$ cat config.mk
export PLATFORM = sky130hd
export DESIGN_NAME = lsu_mem_ctrl_flat
export DESIGN_NICKNAME = d
export VERILOG_FILES = /design/src/rtl/lsu_pkg.sv /design/src/rtl/lsu_mem_ctrl_if.sv /design/src/rtl/lsu_align.sv /design/src/rtl/lsu_mem_ctrl.sv /design/src/flat_wrapper.sv
export SDC_FILE = /design/constraint.sdc
export NUM_CORES = 1
export LEC_CHECK = 0
export ABC_AREA = 1
export ABC_CLOCK_PERIOD_IN_PS = 3500
export CORE_UTILIZATION = 43
export DETAILED_ROUTE_END_ITERATION = 7
export PLACE_DENSITY = 0.79
export SETUP_SLACK_MARGIN = 0.5
export SYNTH_ARGS = -nofsm -noshare
export SYNTH_HDL_FRONTEND = slang
export SYNTH_HIERARCHICAL = 1
export SYNTH_SLANG_ARGS = --single-unit
$ cat constraint.sdc
create_clock -name clk -period 3.5 [get_ports clk]
set_input_delay 0.7 -clock clk [delete_from_list [all_inputs] [get_ports clk]]
set_output_delay 0.7 -clock clk [all_outputs]
set_load 0.01 [all_outputs]
$ cat src/rtl/lsu_pkg.sv
// Shared constants and types for the load/store unit: funct3 codes,
// fault causes, FSM state encoding and the request fault decoder.
package lsu_pkg;

  localparam logic [2:0] F3_B  = 3'd0;
  localparam logic [2:0] F3_H  = 3'd1;
  localparam logic [2:0] F3_W  = 3'd2;
  localparam logic [2:0] F3_BU = 3'd4;
  localparam logic [2:0] F3_HU = 3'd5;

  typedef enum logic [1:0] {
    CAUSE_OK      = 2'd0,
    CAUSE_MISAL   = 2'd1,
    CAUSE_RANGE   = 2'd2,
    CAUSE_ILLEGAL = 2'd3
  } cause_t;

  typedef enum logic [1:0] {
    S_IDLE = 2'd0,
    S_EXEC = 2'd1,
    S_RESP = 2'd2
  } state_t;

  // Illegal beats misaligned beats out-of-range.
  function automatic cause_t decode_cause(input logic        we,
                                          input logic [2:0]  funct3,
                                          input logic [31:0] addr,
                                          input logic [31:0] mem_bytes);
    logic illegal;
    logic misal;
    illegal = (funct3 == 3'd3) || (funct3 == 3'd6) || (funct3 == 3'd7) ||
              (we && (funct3 > F3_W));
    misal   = ((funct3 == F3_W) && (addr[1:0] != 2'b00)) ||
              (((funct3 == F3_H) || (funct3 == F3_HU)) && addr[0]);
    if (illegal)                 return CAUSE_ILLEGAL;
    else if (misal)              return CAUSE_MISAL;
    else if (addr >= mem_bytes)  return CAUSE_RANGE;
    else                         return CAUSE_OK;
  endfunction

endpackage

$ cat src/rtl/lsu_mem_ctrl_if.sv
// Request/response and RAM-port bundle of the load/store unit.
// slave = the LSU itself, master = pipeline plus RAM side.
interface lsu_mem_ctrl_if;
  logic        req_valid;
  logic        req_ready;
  logic        req_we;
  logic [2:0]  req_funct3;
  logic [31:0] req_addr;
  logic [31:0] req_wdata;
  logic        resp_valid;
  logic [31:0] resp_rdata;
  logic [1:0]  resp_cause;
  logic [31:0] mem_raddr;
  logic        mem_re;
  logic [31:0] mem_rdata;
  logic [31:0] mem_waddr;
  logic        mem_we;
  logic [31:0] mem_wdata;

  modport slave (
    input  req_valid, req_we, req_funct3, req_addr, req_wdata, mem_rdata,
    output req_ready, resp_valid, resp_rdata, resp_cause,
           mem_raddr, mem_re, mem_waddr, mem_we, mem_wdata
  );

  modport master (
    output req_valid, req_we, req_funct3, req_addr, req_wdata, mem_rdata,
    input  req_ready, resp_valid, resp_rdata, resp_cause,
           mem_raddr, mem_re, mem_waddr, mem_we, mem_wdata
  );
endinterface

$ cat src/rtl/lsu_align.sv
// Combinational lane logic: load extract/extend and store byte/half merge
// into the old RAM word.
module lsu_align
  import lsu_pkg::*;
(
  input  logic [2:0]  funct3_i,
  input  logic [1:0]  lane_i,
  input  logic [31:0] word_i,
  input  logic [31:0] wdata_i,
  output logic [31:0] load_o,
  output logic [31:0] merged_o
);

  logic [7:0]  byte_sel;
  logic [15:0] half_sel;

  // Select the addressed lane and extend it for loads.
  always_comb begin
    // NOTE: every output gets a default first so no path leaves it unassigned (no latch).
    byte_sel = word_i[7:0];
    case (lane_i)
      2'd1:    byte_sel = word_i[15:8];
      2'd2:    byte_sel = word_i[23:16];
      2'd3:    byte_sel = word_i[31:24];
      default: byte_sel = word_i[7:0];
    endcase
    half_sel = lane_i[1] ? word_i[31:16] : word_i[15:0];
    load_o   = word_i;
    case (funct3_i)
      F3_B:    load_o = {{24{byte_sel[7]}}, byte_sel};
      F3_H:    load_o = {{16{half_sel[15]}}, half_sel};
      F3_BU:   load_o = {24'h0, byte_sel};
      F3_HU:   load_o = {16'h0, half_sel};
      default: load_o = word_i;
    endcase
  end

  // Replace only the addressed byte/half of the old word for stores.
  always_comb begin
    merged_o = word_i;
    case (funct3_i)
      F3_B: begin
        case (lane_i)
          2'd0:    merged_o = {word_i[31:8], wdata_i[7:0]};
          2'd1:    merged_o = {word_i[31:16], wdata_i[7:0], word_i[7:0]};
          2'd2:    merged_o = {word_i[31:24], wdata_i[7:0], word_i[15:0]};
          default: merged_o = {wdata_i[7:0], word_i[23:0]};
        endcase
      end
      F3_H:    merged_o = lane_i[1] ? {wdata_i[15:0], word_i[15:0]}
                                    : {word_i[31:16], wdata_i[15:0]};
      F3_W:    merged_o = wdata_i;
      default: merged_o = word_i;
    endcase
  end

endmodule

$ cat src/rtl/lsu_mem_ctrl.sv
// Load/store unit between the MEM stage and a word-wide RAM with
// combinational read and synchronous write. IDLE -> EXEC -> RESP.
module lsu_mem_ctrl
  import lsu_pkg::*;
#(
  parameter int unsigned MEM_BYTES = 512
) (
  input  logic              clk,
  input  logic              rst,
  lsu_mem_ctrl_if.slave     bus
);

  state_t      state_q;
  logic        we_q;
  logic [2:0]  funct3_q;
  logic [31:0] addr_q;
  logic [31:0] wdata_q;
  cause_t      cause_q;
  logic        resp_valid_q;
  logic [31:0] resp_rdata_q;
  cause_t      resp_cause_q;

  logic [31:0] load_data;
  logic [31:0] merged_word;
  logic [31:0] resp_rdata_d;
  logic        exec_ok;

  lsu_align u_align (
    .funct3_i (funct3_q),
    .lane_i   (addr_q[1:0]),
    .word_i   (bus.mem_rdata),
    .wdata_i  (wdata_q),
    .load_o   (load_data),
    .merged_o (merged_word)
  );

  // RAM strobes decode straight from the state register, so an async reset
  // in EXEC removes mem_we before the next edge can commit a write.
  always_comb begin
    exec_ok        = (state_q == S_EXEC) && (cause_q == CAUSE_OK);
    bus.mem_re     = exec_ok && (!we_q || (funct3_q != F3_W));
    bus.mem_we     = exec_ok && we_q;
    bus.mem_raddr  = {addr_q[31:2], 2'b00};
    bus.mem_waddr  = {addr_q[31:2], 2'b00};
    bus.mem_wdata  = bus.mem_we ? merged_word : 32'h0;
    bus.req_ready  = (state_q == S_IDLE);
    resp_rdata_d   = (!we_q && (cause_q == CAUSE_OK)) ? load_data : 32'h0;
  end

  assign bus.resp_valid = resp_valid_q;
  assign bus.resp_rdata = resp_rdata_q;
  assign bus.resp_cause = resp_cause_q;

  // Control FSM with request latch and registered response.
  always_ff @(posedge clk or posedge rst) begin
    // NOTE: reset clears every register here, including the request latch, so address outputs read 0.
    if (rst) begin
      state_q      <= S_IDLE;
      we_q         <= 1'b0;
      funct3_q     <= 3'd0;
      addr_q       <= 32'h0;
      wdata_q      <= 32'h0;
      cause_q      <= CAUSE_OK;
      resp_valid_q <= 1'b0;
      resp_rdata_q <= 32'h0;
      resp_cause_q <= CAUSE_OK;
    end else begin
      // NOTE: non-blocking assignments so every register samples pre-edge values.
      case (state_q)
        S_IDLE: begin
          resp_valid_q <= 1'b0;
          if (bus.req_valid) begin
            we_q     <= bus.req_we;
            funct3_q <= bus.req_funct3;
            addr_q   <= bus.req_addr;
            wdata_q  <= bus.req_wdata;
            cause_q  <= decode_cause(bus.req_we, bus.req_funct3, bus.req_addr,
                                     32'(MEM_BYTES));
            state_q  <= S_EXEC;
          end
        end
        S_EXEC: begin
          resp_valid_q <= 1'b1;
          resp_rdata_q <= resp_rdata_d;
          resp_cause_q <= cause_q;
          state_q      <= S_RESP;
        end
        S_RESP: begin
          resp_valid_q <= 1'b0;
          state_q      <= S_IDLE;
        end
        default: begin
          resp_valid_q <= 1'b0;
          state_q      <= S_IDLE;
        end
      endcase
    end
  end

endmodule

$ cat src/flat_wrapper.sv
// flat-port wrapper written by rule: the top's interface ports become plain ports
module lsu_mem_ctrl_flat import lsu_pkg::*;
#(
  parameter int unsigned MEM_BYTES = 512
)
  (clk, rst, bus_req_valid, bus_req_we, bus_req_funct3, bus_req_addr, bus_req_wdata, bus_mem_rdata, bus_req_ready, bus_resp_valid, bus_resp_rdata, bus_resp_cause, bus_mem_raddr, bus_mem_re, bus_mem_waddr, bus_mem_we, bus_mem_wdata);
  lsu_mem_ctrl_if bus_i ();
  input  logic clk;
  input  logic rst;
  input wire logic [$bits(bus_i.req_valid)-1:0] bus_req_valid;
  input wire logic [$bits(bus_i.req_we)-1:0] bus_req_we;
  input wire logic [$bits(bus_i.req_funct3)-1:0] bus_req_funct3;
  input wire logic [$bits(bus_i.req_addr)-1:0] bus_req_addr;
  input wire logic [$bits(bus_i.req_wdata)-1:0] bus_req_wdata;
  input wire logic [$bits(bus_i.mem_rdata)-1:0] bus_mem_rdata;
  output wire logic [$bits(bus_i.req_ready)-1:0] bus_req_ready;
  output wire logic [$bits(bus_i.resp_valid)-1:0] bus_resp_valid;
  output wire logic [$bits(bus_i.resp_rdata)-1:0] bus_resp_rdata;
  output wire logic [$bits(bus_i.resp_cause)-1:0] bus_resp_cause;
  output wire logic [$bits(bus_i.mem_raddr)-1:0] bus_mem_raddr;
  output wire logic [$bits(bus_i.mem_re)-1:0] bus_mem_re;
  output wire logic [$bits(bus_i.mem_waddr)-1:0] bus_mem_waddr;
  output wire logic [$bits(bus_i.mem_we)-1:0] bus_mem_we;
  output wire logic [$bits(bus_i.mem_wdata)-1:0] bus_mem_wdata;
  assign bus_i.req_valid = bus_req_valid;
  assign bus_i.req_we = bus_req_we;
  assign bus_i.req_funct3 = bus_req_funct3;
  assign bus_i.req_addr = bus_req_addr;
  assign bus_i.req_wdata = bus_req_wdata;
  assign bus_i.mem_rdata = bus_mem_rdata;
  assign bus_req_ready = bus_i.req_ready;
  assign bus_resp_valid = bus_i.resp_valid;
  assign bus_resp_rdata = bus_i.resp_rdata;
  assign bus_resp_cause = bus_i.resp_cause;
  assign bus_mem_raddr = bus_i.mem_raddr;
  assign bus_mem_re = bus_i.mem_re;
  assign bus_mem_waddr = bus_i.mem_waddr;
  assign bus_mem_we = bus_i.mem_we;
  assign bus_mem_wdata = bus_i.mem_wdata;
  lsu_mem_ctrl #(.MEM_BYTES(MEM_BYTES)) u_core (.clk(clk), .rst(rst), .bus(bus_i));
endmodule
# After elaboration in Yosys (flattened, before gate mapping)
# Index checks and enable logic that the tools add are counted.
# totals
reg_bits	107
input_bits	103
out_inout_bits	134
elab_cells	61
# op_classes
order_cmp	2
eq_ne	16
n_mux	14
n_reduce_logical	20
# ops
cell	count
32-bit one-hot mux with 3 select lines	2
32-bit one-hot mux with 4 select lines	1
32-bit 2-to-1 mux	3
32-bit by 10-bit >= comparator with 1-bit output, second input constant	1
8-bit one-hot mux with 3 select lines	1
16-bit 2-to-1 mux	1
3-bit == test, second input constant	5
3-bit by 2-bit == test with 1-bit output, second input constant	3
2-bit 2-to-1 mux	4
1-bit logical AND	7
3-bit by 1-bit == test with 1-bit output, second input constant	2
2-bit logical NOT	3
1-bit logical OR	6
2-bit by 1-bit == test with 1-bit output, second input constant	2
2-bit == test, second input constant	2
2-bit one-hot mux with 2 select lines	1
3-bit by 2-bit greater-than comparator with 1-bit output, second input constant	1
3-bit logical NOT	1
3-bit by 2-bit != test with 1-bit output, second input constant	1
2-bit != test, second input constant	1
2-bit AND reduction	1
2-bit nonzero test	1
1-bit logical NOT	1
1-bit 2-to-1 mux	1

# Logic depth before layout (Yosys ltp)
# depth
word_depth	6
ltp_mapped	10

# Cells and area by module
# Netlist, hierarchy kept.
# modules_own_cells
module	n_inst	cells_each	area_per_inst_um2
lsu_mem_ctrl	1	613	4922.2
lsu_align	1	517	2344.7

# Least setup slack after synthesis
# OpenSTA, ideal clock, no wires.
# synth_path
path_type	reg-to-output
from	reg u_core.funct3_q[1]
to	out bus_mem_wdata[10]
t_arrival_ns	1.448
required_time_ns	2.800
slack_ns	1.352
stages_incl_launch_ff	10
n_path_buf	2
cell_sequence	dfrtp_1 -> buf_4 -> nor2_4 -> nand2_2 -> inv_2 -> buf_2 -> o211ai_1 -> nand3_1 -> inv_1 -> nor2_1
# synth_via
elab_chain_len	3
# synth_rtl
item	line_no	source
start, declared	lsu_mem_ctrl.sv:15	logic [2:0] funct3_q;
start signal, assigned	lsu_mem_ctrl.sv:74	funct3_q <= bus.req_funct3;
3-bit by 2-bit == test with 1-bit output (tied with other cells)	lsu_align.sv:41	case (funct3_i)
32-bit one-hot mux with 3 select lines (*)	lsu_align.sv:41	
named net u_core.merged_word[10]	lsu_mem_ctrl.sv:24	logic [31:0] merged_word;
32-bit 2-to-1 mux (*)	lsu_mem_ctrl.sv:45	bus.mem_wdata = bus.mem_we ? merged_word : 32'h0;
end, declared	flat_wrapper.sv:24	output wire logic [$bits(bus_i.mem_wdata)-1:0] bus_mem_wdata;
# The timed path passes the listed nets; every way through them passes the cells marked *.

# Worst setup path in the final report
# Ends and elaborated chain as after synthesis.

==> reports/metrics.yaml <==
vias: 7913
place_congestion: 0.9851
synth.area.top_cells: "dfrtp_1 37%, nand2_1 22%, nor2_1 8.3%, buf_4 6.7%, nand3_1 5.2%"
peakVddDrop_mv: 0.3353
cap_violations: 0
setup_viol: 0
rsz0062_at_grt: "yes"
finalHoldViolCount: 0
rows: 47
avgSynthCellArea_um2: 6.431
p_int_mw: 3.202
slowest_delay_ns: 0.54
fin_area_um2: 10110
die_w_um: 132
io_buffers: 232
via_per_inst: 5.182
power_frac_seq_pct: 31.3
period_share_pct: 85.76
wire_per_inst_um: 16.48
cts-buffers-inserted: 9
switchingPower_mw: 2.173
drt_iter0_markers: 726
initial_core_util_pct: 43.98
path_clk_slew_ns: 0.07
p_comb_share_pct: 47.7
chipHeight_um: 132
slew_headroom_pct: 41.28
gr-usage-all-layers_pct: 28.07
p_leak_nw: 5.522
htreeDepth: 3
cts_root_buf: "clkbuf_16"
area_growth_pct: 39.07
core_um2: 16520
final_layout_size_suffix_gt1_share_pct: 7.957
final_common_cell: "nand2_1"
wl_um: 25170
end_kind: "output pin"
grt_pass1_vias: 7324
p_clk_share_pct: 21.0
postRouteAntennaNets: 0
async_flop_share_pct: 100.0
synth_seq_area_share_pct: 36.85
fmax_mhz: 333.1
status: "finished clean"
final_cell_mix: "428 x nand2_1, 183 x clkdlybuf4s50_1, 161 x nor2_1"
synth.cell_area_um2: 7267
grt_remaining_overflow: 0
antenna_found_initial: 0
drc_errors: 0
fin_cells: 1527
p_per_area_nw_per_um2: 531.9
cp_common_cell: "nor2_1"
critPathLaunch: "u_core/funct3_q[1]"
r2r-start: "u_core/addr_q[1]"
crit_fanout: 17
rrSetupSlack_ns: 1.37
dieArea_um2: 17420
fin_crit_ns: 3.002
synth_cell_types: 29
first_pass_iters: 8
final-max-slew-violation-count: 0
synth_edf_count: 0
cp_cell_sequence: "buf_12 -> nor2_8 -> nand2_8 -> nor2_1 -> nor2_1 -> nand3_1 -> inv_1 -> nor2_1 -> clkdlybuf4s50_1"
diodes: 0
holdCritStartpoint: "u_core/bus.resp_cause[1]"
grt_pass1_wl_um: 38210
clockBufferDepth: 2
crit_type: "register to output pin"
start_kind: "register"
dpl.hpwl_um: 17790
cp.required_ns: 2.80
skew_ns: 0.006905
placed_area_um2: 9295
cts_tree: "done"
ys_ff_latch: 107
clock_latency_ns: 0.36
switching_share_pct: 40.42
fin_tns_setup_ns: 0
yosysTopAreaCellShare_pct: 36.85
grt_start_max_net_pins: 74
synthFlopType: "dfrtp_1"
post_cts_hold_buffer_count: 0
place_inst: 1480
fin_nets: 1405
worstPathArrival_ns: 2.30
cpMaxStageDelayCell: "clkdlybuf4s50_1"
tightestPinTransition_ns: 0.8790
hp-class: "register to register"
ys_warn_count: 6
clock-sinks: 107
ios: 237
syn_inst: 1130
synth_top_cell_by_area: "dfrtp_1"
[sequential cells by signal, indices dropped and copies added, names as in the netlist]
register,cells
u_core/cause_q,2
u_core/state_q,2
u_core/bus.resp_valid,1
u_core/addr_q,32
u_core/bus.resp_rdata,32
u_core/we_q,1
u_core/bus.resp_cause,2
u_core/wdata_q,32
u_core/funct3_q,3
[synthesized netlist by cell type, types with 2 or more instances]
master,instances
nor2_4,2
nand3_1,76
nor2_1,161
a22oi_1,8
o211ai_1,27
buf_6,2
nand3_2,11
inv_2,3
inv_1,96
o21ai_0,50
dfrtp_1,107
buf_2,31
clkbuf_1,21
nand2_1,431
buf_4,65
nand2_2,2
a21oi_1,20
buf_1,6
[cell type report]
| cell class | count | area [µm²] |
|---|---|---|
| multi-input combinational | 801 | 3520 |
| clock buffer | 9 | 225.2 |
| timing repair inverter | 4 | 31.28 |
| tap | 220 | 275.3 |
| clock inverter | 7 | 108.9 |
| timing repair buffer | 278 | 2859 |
| inverter | 101 | 402.9 |
| fill | 1527 | 6419 |
| sequential | 107 | 2684 |
[routing by layer]
metal | global-route usage (%) | share of wire (%) | up-vias
met5 | 0 | 0 | -
li1 | - | - | 3772
met4 | 11.18 | 3.4 | 0
met2 | 46.88 | 46 | 468
met3 | 4.229 | 9.2 | 49
met1 | 36.53 | 41 | 3624
[final timing paths]
path / to / depth (start not counted)
min reg2reg: u_core/bus.resp_cause[1] / 2
min: u_core/bus.resp_cause[1] / 2
max: bus_mem_wdata[10] / 9
min in group asynchronous: u_core/addr_q[13] / 2
max in group asynchronous: u_core/bus.resp_rdata[3] / 3
max reg2reg: u_core/bus.resp_rdata[28] / 8
[cell families (layout without fill, tap and decap cells)]
group | count (synthesis) | count (layout) | share of synthesized area (%)
AO/OA/AOI/OAI | 107 | 107 | 8.609
buffers and inverters | 226 | 399 | 15.79
flip-flops | 107 | 107 | 36.85
other | 1 | 4 | 0.05160
AND/OR/NAND/NOR | 689 | 690 | 38.71
[what timing repair did]
item | in CTS | in global routing
setup endpoints to repair | 33 | 25
endpoints found under the hold margin | 0 | 0
setup buffers | 4 | 18
gates resized for setup | 53 | 36
pin swaps | 1 | 1
cloned | 4 | 5
[power by group through the flow]
stage	Clock, mW	Combinational, mW	Sequential [mW]
2_1_floorplan	0	1.58	1.62
3_3_place_gp	0	2.20	1.69
3_5_place_dp	0	2.21	1.68
4_1_cts	1.16	2.30	1.68
5_1_grt	1.20	2.79	1.71
6_report	1.13	2.56	1.68
[through the flow]
| stage | total power, mW | worst slack, ns | hold slack, ns | utilization (%) |
|---|---|---|---|---|
| after floorplan | 3.201 | 1.352 | 0.4435 | - |
| after global placement | 3.889 | 0.3319 | 0.4583 | 56.25 |
| after detailed placement | 3.898 | 0.3128 | 0.4592 | 56.25 |
| after CTS | 5.138 | 0.5046 | 0.4781 | 58.98 |
| after global routing | 5.695 | 0.4186 | 0.5017 | 61.16 |
| final | 5.375 | 0.4983 | 0.4804 | 61.16 |
[critical path, delay by kind of cell, from the launching register on]
family | cells | cell delay [ns]
simple gates | 6 | 0.72
flops | 1 | 0.47
buf+inv | 3 | 0.75
Note: power is estimated with default switching activity, not from simulation.
